**src/rtl/bayer_mosaic_stream.sv**
```systemverilog
// bayer_mosaic_stream
// Turns a stream of RGB pixels into a single-channel Bayer raw stream.
// The block tracks the pixel position and keeps the one channel a sensor
// would sample at that site. Each output pixel carries its site type and
// start-of-frame and end-of-line flags. Valid/ready handshakes are used on
// both sides, and the output stage is a single register.

module bayer_mosaic_stream #(
  parameter int         WIDTH   = 640,
  parameter int         HEIGHT  = 480,
  parameter logic [1:0] PATTERN = 2'd0
) (
  input  logic        clk,
  input  logic        reset,
  input  logic        in_valid,
  output logic        in_ready,
  input  logic [23:0] in_rgb,
  input  logic        in_sof,
  output logic        out_valid,
  input  logic        out_ready,
  output logic [7:0]  out_raw,
  output logic [1:0]  out_type,
  output logic        out_sof,
  output logic        out_eol,
  output logic        frame_misalign
);

  localparam logic [15:0] X_LAST = 16'(WIDTH - 1);
  localparam logic [15:0] Y_LAST = 16'(HEIGHT - 1);

  logic [15:0] x;
  logic [15:0] y;
  logic [15:0] pos_x;
  logic [15:0] pos_y;
  logic [1:0]  site;
  logic [7:0]  chan;
  logic        accept;
  logic        at_origin;

  // The output register can take a new pixel when it is empty or is being drained.
  assign in_ready  = !out_valid || out_ready;
  assign accept    = in_valid && in_ready;
  assign at_origin = (x == 16'd0) && (y == 16'd0);

  // An in_sof pixel is placed at the origin. The site type and the channel follow from its position.
  always_comb begin
    // NOTE: every signal driven here gets a default first, so a branch that is
    //       left out cannot infer a latch.
    pos_x = x;
    pos_y = y;
    chan  = in_rgb[15:8];
    if (in_sof) begin
      pos_x = 16'd0;
      pos_y = 16'd0;
    end
    site = PATTERN ^ {pos_y[0], pos_x[0]};
    case (site)
      2'd3:    chan = in_rgb[23:16];
      2'd0:    chan = in_rgb[7:0];
      default: chan = in_rgb[15:8];
    endcase
  end

  // Output register, position counters and the misalign pulse.
  always_ff @(posedge clk) begin
    // NOTE: all state here uses non-blocking assignments. That way every
    //       right-hand side reads the value from before this edge.
    if (reset) begin
      out_valid      <= 1'b0;
      out_raw        <= 8'd0;
      out_type       <= 2'd0;
      out_sof        <= 1'b0;
      out_eol        <= 1'b0;
      frame_misalign <= 1'b0;
      x              <= 16'd0;
      y              <= 16'd0;
    end else begin
      frame_misalign <= accept && in_sof && !at_origin;
      if (accept) begin
        out_valid <= 1'b1;
        out_raw   <= chan;
        out_type  <= site;
        out_sof   <= (pos_x == 16'd0) && (pos_y == 16'd0);
        out_eol   <= (pos_x == X_LAST);
        if (pos_x == X_LAST) begin
          x <= 16'd0;
          y <= (pos_y == Y_LAST) ? 16'd0 : pos_y + 16'd1;
        end else begin
          x <= pos_x + 16'd1;
          y <= pos_y;
        end
      end else if (out_ready) begin
        out_valid <= 1'b0;
      end
    end
  end

endmodule

```
**config.mk**
```make
export PLATFORM = sky130hd
export DESIGN_NAME = bayer_mosaic_stream
export DESIGN_NICKNAME = d
export VERILOG_FILES = /design/src/rtl/bayer_mosaic_stream.sv
export SDC_FILE = /design/constraint.sdc
export NUM_CORES = 1
export LEC_CHECK = 0
export ABC_AREA = 1
export BUFFER_PORTS_ARGS = -buffer_cell sky130_fd_sc_hd__clkbuf_2
export CAP_MARGIN = 20
export CORE_ASPECT_RATIO = 1.75
export CORE_UTILIZATION = 38
export DETAILED_ROUTE_END_ITERATION = 10
export MAX_ROUTING_LAYER = met4
export PLACE_DENSITY_LB_ADDON = 0.15
export SYNTH_ARGS = -nofsm -noshare
export SYNTH_HDL_FRONTEND = slang
export SYNTH_SLANG_ARGS = --single-unit
```
**constraint.sdc**
```tcl
create_clock -name clk -period 3.6 [get_ports clk]
set_clock_uncertainty 0.2 [all_clocks]
set_input_delay 0.72 -clock clk [delete_from_list [all_inputs] [get_ports clk]]
set_output_delay 0.72 -clock clk [all_outputs]
set_load 0.02 [all_outputs]
```
==> results by group <==
Pwr
  – Sw Ratio: 26.7%
  – Comb pwr share: between 10 and 15%
  – Pwr/cell area: 309 mW/mm^2
  – Final Power: 1.15 mW
  – Int Pwr: ~0.85 mW
  – Peak VDD IR: between 0.2 and 0.3 mV
  – Sequential share of power: 46.0%
  – Clock share of power: approximately 41%
  – Psw: just over 0.3 mW
  – Leakage: 1.51 nW

STA
  – Final Slew Violations: 0
  – Final WS setup: between 0.9 and 1 ns
  – RSZ-0062 raised after global routing: false
  – Crit share post-route: 74.4%
  – Final hold vios: 0
  – Worst-margin pin slew: 0.545 ns
  – Endpoints failing setup: 0
  – Worst slew margin relative to its limit: 63.4%
  – Max Fclk: between 300 and 400 MHz
  – Setup TNS: 0 ns
  – Final Critical Period: 2.68 ns
  – Final hold slack: 0.267 ns

Synthesis
  – Syn Nets: roughly 550
  – Seq/Total Area, Yosys: about 28%
  – Syn Inst Count: 514
  – Synth top area share: 27.7%
  – Synth Area in Compound Gates: about 15%
  – Largest cells by area after synthesis: dfxtp_1 28%, nand2_1 14%, a21oi_1 7.8%
  – Distinct cell type count after synthesis: 37
  – Synth Area in Adders: between 1.5 and 2%
  – FF+latch count, synth: 46
  – Ys Warns: 0
  – Synth Area in Simple Gates: 44.2%
  – Yosys top cell by area: dfxtp_1
  – Post-synthesis mux area share: 0%
  – Post-Synth XOR/XNOR Area: less than 1%
  – Largest family of logic cells by synthesized area: simple AND/OR/NAND/NOR gates
  – Syn Std Cell Area: approximately 0.0033 mm^2
  – Mapped Avg Cell Area: about 6.5 um^2

Layout
  – Post-layout nets: about 580
  – Layout Cells excl Fill: 664
  – Util after Layout: around 45%
  – Most frequent cells in the layout: 123 x nand2_1, 52 x inv_1, 51 x a21oi_1
  – Share of cells above drive strength 1: around a fifth
  – Most common cell after layout, fill and taps aside: nand2_1
  – Ant diodes: 0
  – Fin area: approximately 0.0037 mm^2
  – Synthesis-to-finish area growth: 12.3%
  – Fill count: a little over 900

Setup path
  – Critical path fanouts, max: 13
  – Worst path cell trace: clkbuf_2 > nor2_1 > ha_1 > nand2_1 > nor2_2 > nand2_2 > nor2_2 > nand4_1 > nand3_2 > a21oi_2
  – Delay of the slowest critical-path stage: approximately 0.42 ns
  – CP Capture Type: flop
  – Most frequent CP cell: nor2_2
  – Crit path DAT: around 2.6 ns
  – WS Path Type: primary input to flop
  – CP max-delay cell: nor2_2
  – Worst setup SP type: primary input
  – WP data required: 3.56 ns
  – Critical path's top delay family: simple AND/OR/NAND/NOR gates
  – Buf+Inv Stages, Crit Path: 1

Die
  – Initial Util: between 30% and 40%
  – Core Footprint: roughly 0.0084 mm^2
  – Die Height: between 100 and 150 um
  – Die Wd: 72.7 um
  – Ports: between 40 and 50
  – Total die area: just over 0.009 mm^2
  – Row count: 44

CTS
  – Post-CTS Hold Fix Bufs: 0
  – Clock Pin Slew Worst Setup and Hold Paths: around 0.060 ns
  – TritonCTS clock tree: yes
  – Clock sinks: between 40 and 50
  – Setup Fix Bufs, Post-CTS: 0
  – PostCTS Resize Cnt: 0
  – CTS Buf Count: 5
  – Clock root cell: clkbuf_16
  – Clock Latency Late Sink: a little under 0.3 ns
  – Clk buf depth: 2
  – CTS H-tree lvls: 2

Placement
  – Placed cell area: 0.00359 mm^2
  – Dpl ws: 0.622 ns
  – Routability congestion estimate from global placement: 0.991
  – Dpl cells: around 660
  – Number of port buffers: 43
  – Detailed Place HPWL: between 7000 and 8000 um

Routing
  – DR pass1 iterations: 5
  – Total wire length: 10200 um
  – Avg WL per Cell: around 15 um
  – DRC: 0
  – Vias per cell: ~5.3
  – Detailed Route Iter0 Violations: between 200 and 250
  – Number of routed nets with antenna violations: 0
  – Vias: approximately 3500

GRT
  – GR Overflow Total: 0
  – First-pass GRT wire length: roughly 17000 um
  – Total track usage: between 20% and 30%
  – Initial antenna violation count: 0
  – Vias in the first global route: 3526
  – Pin count of the biggest net entering global routing: 36

Run
  – Max Cap Viol: 0

Hold path
  – Worst hold-check path type: flop to flop

Outcome
  – Status: finished, final reports clean
[cell families after synthesis]
logic type / Yosys count
simple gates: 292
buf+inv: 79
compound gates: 90
fa+ha+maj: 4
xor+xnor: 3
flops: 46
[power by group through the flow]
| stage | registers [mW] | clock network (mW) | logic (mW) |
|---|---|---|---|
| 2_1_floorplan | 0.555 | 0 | 0.0828 |
| 3_3_place_gp | 0.541 | 0 | 0.145 |
| 3_5_place_dp | 0.541 | 0 | 0.146 |
| 4_1_cts | 0.530 | 0.493 | 0.147 |
| 5_1_grt | 0.532 | 0.509 | 0.162 |
| 6_report | 0.530 | 0.477 | 0.145 |
[sequential cells by signal, summed over array words and instances, names as in the netlist]
register	count
x	16
y	16
out_raw	8
out_type	2
frame_misalign	1
out_eol	1
out_sof	1
out_valid	1
[worst min-delay path, stage by stage, from the launching register on]
cell and delay (ns):
dfxtp_1 0.31, nand2_1 0.06, a21oi_1 0.05
[path summary, 6_finish.rpt]
path / start / endpoint / slack (ns) / cells after the start
setup / recovery: in_sof / y[15] / 0.92 / 10
hold / removal: x[0] / x[0] / 0.27 / 2
setup reg to reg: x[0] / y[15] / 1.20 / 10
hold reg to reg: x[0] / x[0] / 0.27 / 2
[Yosys cell counts (all sizes together)]
master / n
inv: 58
nand3: 53
dfxtp: 46
and3: 1
nand3b: 3
a21oi: 55
ha: 4
nor3b: 1
a41oi: 1
clkbuf: 10
nor2: 64
nor4: 3
xor2: 2
nor3: 11
a22o: 8
buf: 11
nand2: 135
xnor2: 1
o21ai: 25
nand4: 21
o211ai: 1
[layout make-up]
cell class              instances  area [um^2]  area share [%]
multi-input cells             389         2050            54.9
flip-flops and latches         46          921            24.7
repair buffers                 48          253            6.77
inverters                      58          220            5.90
well taps                     115          144            3.85
clock buffers                   7          143            3.82
clock inverters                 1         5.00           0.134
[routing by layer]
metal  GRT usage, %  up-vias  routed length, um
met1           24.5     1593               3610
li1               -     1774                  -
met3           2.72       40                325
met5              -        -                  0
met4           15.3        0                587
met2           45.6      121               5700
(Power assumes the default switching activity.)
